**src/rtl/imm_gen_pkg.sv**
```systemverilog
// RV32I immediate generator shared types.
// Format codes, opcode constants, sign-extend helper.
package imm_gen_pkg;

  typedef enum logic [2:0] {
    FMT_NONE = 3'd0,
    FMT_I    = 3'd1,
    FMT_S    = 3'd2,
    FMT_B    = 3'd3,
    FMT_U    = 3'd4,
    FMT_J    = 3'd5
  } imm_fmt_e;

  localparam logic [6:0] OP_LOAD   = 7'b0000011;
  localparam logic [6:0] OP_IMM    = 7'b0010011;
  localparam logic [6:0] OP_JALR   = 7'b1100111;
  localparam logic [6:0] OP_SYSTEM = 7'b1110011;
  localparam logic [6:0] OP_STORE  = 7'b0100011;
  localparam logic [6:0] OP_BRANCH = 7'b1100011;
  localparam logic [6:0] OP_LUI    = 7'b0110111;
  localparam logic [6:0] OP_AUIPC  = 7'b0010111;
  localparam logic [6:0] OP_JAL    = 7'b1101111;

  // Replicate bit msb of v into every bit above it.
  function automatic logic [31:0] sext(
    input logic [31:0] v,
    input logic [4:0]  msb
  );
    logic [31:0] r;
    r = v;
    for (int i = 0; i < 32; i++) begin
      if (i > int'(msb)) r[i] = v[msb];
    end
    return r;
  endfunction

endpackage

```
**src/rtl/imm_decode.sv**
```systemverilog
// Combinational immediate format decode and assembly.
// Opcode port selects the format; instruction supplies bits.
module imm_decode
  import imm_gen_pkg::*;
(
  input  logic [6:0]  i_opcode,
  input  logic [31:0] i_instr,
  output logic [31:0] o_imm,
  output imm_fmt_e    o_fmt,
  output logic        o_valid
);

  logic        w_is_i;
  logic        w_is_s;
  logic        w_is_b;
  logic        w_is_u;
  logic        w_is_j;
  logic [31:0] w_raw_i;
  logic [31:0] w_raw_s;
  logic [31:0] w_raw_b;
  logic [31:0] w_raw_j;

  assign w_is_i = (i_opcode == OP_LOAD)
               || (i_opcode == OP_IMM)
               || (i_opcode == OP_JALR)
               || (i_opcode == OP_SYSTEM);
  assign w_is_s = (i_opcode == OP_STORE);
  assign w_is_b = (i_opcode == OP_BRANCH);
  assign w_is_u = (i_opcode == OP_LUI)
               || (i_opcode == OP_AUIPC);
  assign w_is_j = (i_opcode == OP_JAL);

  assign w_raw_i = {20'd0, i_instr[31:20]};
  assign w_raw_s = {20'd0, i_instr[31:25],
                    i_instr[11:7]};
  assign w_raw_b = {19'd0, i_instr[31],
                    i_instr[7],
                    i_instr[30:25],
                    i_instr[11:8], 1'b0};
  assign w_raw_j = {11'd0, i_instr[31],
                    i_instr[19:12],
                    i_instr[20],
                    i_instr[30:21], 1'b0};

  // Pick the format and assemble the extended immediate.
  always_comb begin
    o_imm   = '0;
    o_fmt   = FMT_NONE;
    o_valid = 1'b0;
    unique case (1'b1)
      w_is_i: begin
        o_imm   = sext(w_raw_i, 5'd11);
        o_fmt   = FMT_I;
        o_valid = 1'b1;
      end
      w_is_s: begin
        o_imm   = sext(w_raw_s, 5'd11);
        o_fmt   = FMT_S;
        o_valid = 1'b1;
      end
      w_is_b: begin
        o_imm   = sext(w_raw_b, 5'd12);
        o_fmt   = FMT_B;
        o_valid = 1'b1;
      end
      w_is_u: begin
        o_imm   = {i_instr[31:12], 12'd0};
        o_fmt   = FMT_U;
        o_valid = 1'b1;
      end
      w_is_j: begin
        o_imm   = sext(w_raw_j, 5'd20);
        o_fmt   = FMT_J;
        o_valid = 1'b1;
      end
      default: begin
        o_imm   = '0;
        o_fmt   = FMT_NONE;
        o_valid = 1'b0;
      end
    endcase
  end

endmodule

```
**src/rtl/imm_gen.sv**
```systemverilog
// RV32I immediate generator with registered outputs.
// One cycle latency, enable hold, async active-low reset.
module imm_gen
  import imm_gen_pkg::*;
#(
  parameter int XLEN = 32
) (
  input  logic            clk,
  input  logic            rst_n,
  input  logic            en,
  input  logic [6:0]      opcode,
  input  logic [XLEN-1:0] instruction,
  output logic [XLEN-1:0] imm_ext,
  output logic [2:0]      imm_fmt,
  output logic            imm_valid
);

  logic [XLEN-1:0] w_imm;
  imm_fmt_e        w_fmt;
  logic            w_valid;
  logic [XLEN-1:0] r_imm;
  imm_fmt_e        r_fmt;
  logic            r_valid;

  imm_decode u_dec (
    .i_opcode (opcode),
    .i_instr  (instruction),
    .o_imm    (w_imm),
    .o_fmt    (w_fmt),
    .o_valid  (w_valid)
  );

  // Capture the decoded immediate when enabled.
  always_ff @(posedge clk or negedge rst_n) begin
    if (!rst_n) begin
      r_imm   <= '0;
      r_fmt   <= FMT_NONE;
      r_valid <= 1'b0;
    end else if (en) begin
      r_imm   <= w_imm;
      r_fmt   <= w_fmt;
      r_valid <= w_valid;
    end
  end

  assign imm_ext   = r_imm;
  assign imm_fmt   = r_fmt;
  assign imm_valid = r_valid;

endmodule

```
**config.mk**
```make
export PLATFORM = sky130hd
export DESIGN_NAME = imm_gen
export DESIGN_NICKNAME = d
export VERILOG_FILES = /design/src/rtl/imm_gen_pkg.sv /design/src/rtl/imm_decode.sv /design/src/rtl/imm_gen.sv
export SDC_FILE = /design/constraint.sdc
export NUM_CORES = 1
export LEC_CHECK = 0
export CORE_MARGIN = 2
export CORE_UTILIZATION = 42
export CTS_CLUSTER_DIAMETER = 50
export CTS_CLUSTER_SIZE = 40
export DETAILED_ROUTE_END_ITERATION = 10
export MAX_ROUTING_LAYER = met4
export PLACE_DENSITY = 0.92
export SYNTH_ARGS = -nofsm -noshare
export SYNTH_HDL_FRONTEND = slang
export SYNTH_SLANG_ARGS = --single-unit
```
**constraint.sdc**
```tcl
create_clock -name clk -period 1.09 [get_ports clk]
set_input_delay 0.1635 -clock clk [delete_from_list [all_inputs] [get_ports clk]]
set_output_delay 0.1635 -clock clk [all_outputs]
set_load 0.01 [all_outputs]
```
# After elaboration in Yosys (flattened, before gate mapping)
# Cells that the tools add are included.
[totals] in_bits=42 out_inout_bits=36 ff_bits=36 elab_cells=20
[classes] n_eq_ne=9 mux=3 reduce_logical=5
[op_table] cell="case mux 32 bit (5 select lines)" n=1
[op_table] cell="== test 7 bit (second input constant)" n=4
[op_table] cell="case mux 3 bit (5 select lines)" n=1
[op_table] cell="== test 7 x 5 -> 1 bit (second input constant)" n=2
[op_table] cell="== test 7 x 6 -> 1 bit (second input constant)" n=2
[op_table] cell="== test 7 x 2 -> 1 bit (second input constant)" n=1
[op_table] cell="OR reduction 5 bit" n=1
[op_table] cell="logical OR 1 bit" n=4
[op_table] cell="2-to-1 mux 1 bit" n=1

# Depth between registers and ports, before layout
# Gate-level depths: netlist of the first run.
[depth] ltp_word=6 mapped_depth=7 depth_no_buf=4

# Cells and area by module
# Synthesis of the first run repeated with hierarchy kept, for this count alone.
[hier_totals] hier_cells=178 hier_area_um2=2135.8
[by_module_without_submodules] mod="imm_gen" cells_each=76 area_per_inst_um2=1490.2 seq_area_each_um2=900.9 instances=1
[by_module_without_submodules] mod="imm_decode" cells_each=102 area_per_inst_um2=645.6 seq_area_each_um2=0.0 instances=1

# Worst setup path before layout of the first run
# No wires, ideal clock.
[synth_timing] kind="input port to flip-flop" start="input port opcode[3]" end="register r_imm[27] (netlist: imm_ext[27])" setup_slack_ns=-0.279 arrival_time_ns=1.294 path_buffers=3 required_ns=1.015 cell_stages=7 setup_ns=0.075 path_cell_list="buf_6 > mux2_4 > or2_1 > a21o_1 > buf_6 > buf_6 > o2bb2ai_2"
[synth_via] elab_chain_len=5 elab_cells_between_ends=14 classes_between="9 x eq/ne; 1 x mux; 4 x reduce/logical"
[synth_lines] item="from (decl)" line_no="imm_gen.sv:11" text="input logic [6:0] opcode,"
[synth_lines] item="== test 7 x 2 -> 1 bit / == test 7 x 5 -> 1 bit (equally long branches)" line_no="imm_decode.sv:23, imm_decode.sv:24"
[synth_lines] item="logical OR 1 bit" line_no="imm_decode.sv:24" text="|| (i_opcode == OP_IMM)"
[synth_lines] item="logical OR 1 bit" line_no="imm_decode.sv:25" text="|| (i_opcode == OP_JALR)"
[synth_lines] item="logical OR 1 bit" line_no="imm_decode.sv:26" text="|| (i_opcode == OP_SYSTEM);"
[synth_lines] item="case mux 32 bit (5 select lines) (*)" line_no="imm_decode.sv:50" text="unique case (1'b1)"
[synth_lines] item="to (signal assigned)" line_no="imm_gen.sv:40" text="r_imm <= w_imm;"
[synth_lines] item="to (decl)" line_no="imm_gen.sv:21" text="logic [XLEN-1:0] r_imm;"
# Mark *: on every way between the ends. The rest lies on a longest branch, timed or not.
# A chain may end at the register's enable or synchronous reset.

# Final worst setup path of the first run
[layout_timing] start="input port opcode[2]" end="register r_imm[1] (netlist: imm_ext[1])"
# The elaborated chain is that of the path after synthesis.

==> flow_summary.ini, run 1 <==
[die]
io_pins = 78
die_width_um = 69.2
core_area_um2 = 4060
die_area_um2 = 4790
initial_core_util = 0.440
die_h_um = 69.2
rows = 23

[power]
vdd_drop_max_uv = 696
fin_total_pwr_w = 0.00315
p_per_area_nw_per_um2 = 965
p_leak_nw = 1.52

[yosys]
synth_top_flop_cell = dfrtp_1
ys_seq_area_frac = 0.505
synth_area_um2 = 1790
yosysWarnings = 0
synthDistinctLibCells = 40
syn-num-nets = 191
async_flop_share = 1.00
syn_avg_cell_area_um2 = 12.0
synth-edff-count = 0
ys_seq_elements = 36
netlist_instances = 149

[placement]
dpl_worst_slack_ns = -0.856
gp_congestion = 0.887
port_buffers = 70
placed_cells_incl_taps = 290
dp_hpwl_um = 3700

[global_routing]
grt_usage = 0.287
grt_pass1_vias = 2044
antenna_found_initial = 0
overflow = 0
grt_pass1_wl_um = 10500
grt_max_degree = 23

[worst_hold_path]
hold_path.class = in -> async

[clocking]
htreeDepth = 2
cts_buffers = 5
clkSinkCount = 36
clk_pin_slew_ns = 0.08
cts_buffer_depth = 2
tritoncts = done
clk_latency_ns = 0.29
root_buffer = clkbuf_8

[routing]
vias = 1965
wl_per_cell_um = 21.4
drtIter0Drc = 217
drc = 0
dr.pass1.iters = 4
drtAntennaViolNets = 0
routed_via_density = 6.08
wl_um = 6910

[final_layout]
fillers = 222
nNetsFinal = 314
multi_input_area_um2 = 1100
n_antenna_cell = 0
stdcell_count = 323
regArea_um2 = 901
drive_above_1_share = 0.604
syn_to_final_growth_pct = 82.7

[worst_setup_path]
end_kind = register
crit_required_ns = 1.31
rr_worst_depth = 2
worstPathArrival_ns = 1.46
critPathLaunchType = input port
cp_max_fo = 7
critical_path_class = in -> reg

[timing]
min_period_ns = 1.24
fmax_mhz = 804
finalSetupViolCount = 23
timing.final.crit_share = 1.14
slew_headroom = 0.748
worst_pin_slew_ns = 0.378
setup_slack_ns = -0.154
finalHoldViolCount = 0
rsz0062_at_grt = yes
fin_skew_ns = 0
drv_slew = 0

[job]
cap_viol_max_count = 0

[status]
violations = setup timing
status = finished, violations left
worst paths after layout:
kind	from	slack [ns]	endpoint
worst min register to register	imm_ext[24]	0.50	imm_ext[24]
worst max-delay path	opcode[2]	-0.15	imm_ext[1]
max in group asynchronous	rst_n	0.33	imm_fmt[1]
worst min-delay path	rst_n	0.31	imm_ext[13]
min in group clk	opcode[3]	0.40	imm_ext[0]
worst max register to register	imm_ext[12]	0.12	imm_ext[12]
per-layer routing:
metal / global-route usage / vias up / part of all wire
met1: 0.349 / 947 / 0.38
met2: 0.466 / 139 / 0.49
li1: - / 841 / -
met3: 0.0683 / 38 / 0.080
met4: 0.107 / 0 / 0.046
met5: - / - / 0
synthesized netlist by cell type, drive strengths merged, types with 2 or more instances:
| cell type | number | share of area |
|---|---|---|
| o21ai | 4 | 0.011 |
| a221o | 8 | 0.045 |
| inv | 4 | 0.0084 |
| a22o | 6 | 0.029 |
| a32oi | 4 | 0.020 |
| buf | 7 | 0.034 |
| nand2 | 9 | 0.019 |
| a21oi | 2 | 0.0056 |
| o2bb2ai | 17 | 0.11 |
| mux2 | 3 | 0.021 |
| dfrtp | 36 | 0.50 |
| nor2 | 4 | 0.0098 |
| o211ai | 2 | 0.0084 |
| clkbuf | 7 | 0.015 |
| a22oi | 13 | 0.055 |
| nor4 | 2 | 0.0070 |
| a21o | 3 | 0.013 |
through the flow:
stage	hold slack, ns	TNS [ns]	util	instance area, um2
after global placement	0.0883	-26.01	0.692	2810
after detailed placement	0.100	-27.52	0.692	2810
final	0.314	-1.48	0.804	3260
after global routing	0.355	-2.05	0.804	3260
after floorplan	-0.132	-4.81	-	1830
after CTS	0.319	-1.02	0.811	3290
power by group:
group / internal, W / switching, W / leakage, nW / total, W
Combinational: 0.000307 / 0.000300 / 0.965 / 0.000607
Sequential: 0.00135 / 0.0000117 / 0.501 / 0.00137
Clock: 0.000679 / 0.000496 / 0.0552 / 0.00118
Total: 0.00234 / 0.000808 / 1.52 / 0.00315
worst max-delay path, cell delays in order:
cell,delay [ns]
buf_8,0.10
buf_6,0.12
or3b_4,0.37
o211ai_1,0.21
buf_4,0.20
a32oi_2,0.12
o2bb2ai_2,0.17
registers in the layout, indices dropped and copies added, names as in the netlist:
signal	cells
imm_valid	1
imm_ext	32
imm_fmt	3
layout by cell type (no fill, tap or decap), types with 2 or more instances in the layout:
master	netlist	layout
o211ai_1	2	2
clkdlybuf4s50_1	0	24
clkbuf_8	0	5
mux2_2	2	2
nor4_2	0	2
clkbuf_2	0	29
a22oi_1	13	2
buf_12	0	6
a22o_1	6	6
dlygate4sd2_1	0	4
a221o_1	8	8
a22oi_2	0	11
a21o_1	3	2
buf_6	4	6
a32oi_2	0	4
o21ai_0	3	3
o2bb2ai_4	0	7
buf_2	3	8
inv_1	4	3
nor2_4	0	2
nand2_1	9	7
dfrtp_1	36	36
o2bb2ai_2	9	10
buf_4	0	49
cell families after synthesis:
kind of cell | share of synthesized area
AOI/OAI and AO/OA | 0.315
xor gates and xnor gates | 0.00491
buffers and inverters | 0.0568
DFF | 0.505
muxes | 0.0210
and+or+nand+nor | 0.0974
layout make-up:
cell class | instances | share of cell area
clock inverters | 2 | 0.0107
repair buffers | 130 | 0.331
well taps | 50 | 0.0192
clock buffers | 6 | 0.0222
inverters | 4 | 0.00460
multi-input cells | 95 | 0.336
flip-flops and latches | 36 | 0.276
repair_timing:
| action | in CTS | in global routing |
|---|---|---|
| pin swaps | 19 | 17 |
| setup endpoints to repair | 72 | 68 |
| buffers inserted | 18 | 5 |
| resized for setup | 147 | 57 |
| gates cloned | 2 | 0 |
| hold buffers | 1 | 0 |
| endpoints found under the hold margin | 14 | 0 |
No activity file was read; power rests on OpenSTA's default activity.
==> inputs of run 2 (changes only) <==
Settings changed: SETUP_SLACK_MARGIN from default to 0.1.
==> flow_summary.ini, run 2 (synthesized netlist as in run 1, its figures left out) <==
[status]
status = finished, violations left
violations = setup timing

[worst_setup_path]
r2r_slack_ns = 0.11
reg2reg_from = imm_ext[18]
worstPathCellList = buf_8 -> buf_6 -> or3b_4 -> o211ai_1 -> buf_4 -> a32oi_2 -> o2bb2ai_2
worstPathArrival_ns = 1.49
cp_max_fo = 4
crit_required_ns = 1.31
rr_worst_depth = 2
critPathLaunchType = input port
r2r_end = imm_ext[18]
critical_path_class = in -> reg
end_kind = register
cp-startpoint = opcode[2]
critical-path-slowest-cell = or3b_4
max_stage_delay_ns = 0.39
cp-endpoint = imm_ext[4]

[timing]
setup_tns_ns = -1.54
min_period_ns = 1.27
rsz0062_at_grt = yes
drv_slew = 0
fin_skew_ns = 0
finalHoldViolCount = 0
finalSetupViolCount = 26
fmax_mhz = 787
worst_pin_slew_ns = 0.277
setup_slack_ns = -0.181
slew_headroom = 0.814
timing.final.crit_share = 1.17

[die]
core_area_um2 = 4060
die_width_um = 69.2
io_pins = 78
initial_core_util = 0.440
die_h_um = 69.2
die_area_um2 = 4790
rows = 23

[final_layout]
largest_register_ff_count = 32
layout_common_cells = buf_4, dfrtp_1, buf_2
n_antenna_cell = 0
fillers = 208
drive_above_1_share = 0.607
fin_area_um2 = 3350
mostFrequentLayoutCell = buf_4
nNetsFinal = 331
multi_input_area_um2 = 1020
regArea_um2 = 901
syn_to_final_growth_pct = 87.8

[routing]
routed_via_density = 5.83
wl_um = 7240
vias = 1983
drc = 0
wl_per_cell_um = 21.3
drtIter0Drc = 152
dr.pass1.iters = 4
drtAntennaViolNets = 0

[placement]
place_area_um2 = 2790
gp_congestion = 0.862
dp_hpwl_um = 3870
port_buffers = 70

[clocking]
clk_pin_slew_ns = 0.08
clk_latency_ns = 0.29
htreeDepth = 2
tritoncts = done
clkSinkCount = 36
root_buffer = clkbuf_8
cts_buffer_depth = 2
cts_buffers = 5

[global_routing]
overflow = 0
grt_usage = 0.270
grt_pass1_wl_um = 10100
grt_pass1_vias = 2033
grt_max_degree = 37
antenna_found_initial = 0

[worst_hold_path]
hold_path.class = in -> async

[power]
vdd_drop_max_uv = 651
p_per_area_nw_per_um2 = 956
p_leak_nw = 1.63

[job]
cap_viol_max_count = 0
-- run 2: stage by stage --
stage / setup slack (ns) / instances / hold slack (ns) / total power [W] / util
after floorplan: -0.273 / 149 / -0.132 / 0.00156 / -
after global placement: -0.776 / 289 / 0.136 / 0.00189 / 0.689
after detailed placement: -0.820 / 289 / 0.146 / 0.00190 / 0.689
after CTS: -0.0962 / 325 / 0.369 / 0.00311 / 0.758
after global routing: -0.181 / 340 / 0.383 / 0.00331 / 0.826
final: -0.181 / 340 / 0.360 / 0.00321 / 0.826
-- run 2: worst min-delay path by stage --
stage,cells after the start,slack [ns],endpoint
3_3_place_gp,2,0.14,imm_ext[7]
3_5_place_dp,2,0.15,imm_ext[8]
6_report,3,0.36,imm_ext[7]
4_1_cts,3,0.37,imm_ext[8]
2_1_floorplan,0,-0.13,imm_ext[0]
5_1_grt,3,0.38,imm_ext[11]
-- run 2: area by class of cell --
cell class,count,share of cell area
timing repair buffer,147,0.373
clock inverter,2,0.0104
sequential,36,0.269
tap,50,0.0187
multi-input combinational,95,0.303
inverter,4,0.00448
clock buffer,6,0.0216
-- run 2: power breakdown --
group	switching (W)	internal [W]	total (W)
logic	0.000307	0.000343	0.000650
clock network	0.000511	0.000679	0.00119
registers	0.0000115	0.00135	0.00137
total	0.000829	0.00238	0.00321
-- run 2: worst max-delay path: cells and delay by family --
family	cells	cell delay (ns)
and+or+nand+nor	1	0.39
buffers and inverters	3	0.41
AOI/OAI and AO/OA	3	0.52
-- run 2: what timing repair did --
item                       in CTS  in global routing
resized for setup             218                 22
setup buffers                  27                 13
cloned                          2                  2
hold buffers                    1                  0
pin swaps                      25                 19
hold endpoints to repair       36                  0
setup endpoints to repair      72                 66
-- run 2: routing by layer --
layer	vias up	global-route usage	routed length (um)
met5	-	-	0
met4	0	0.0675	178
met3	24	0.0480	517
met2	114	0.458	3710
met1	976	0.334	2840
li1	869	-	-
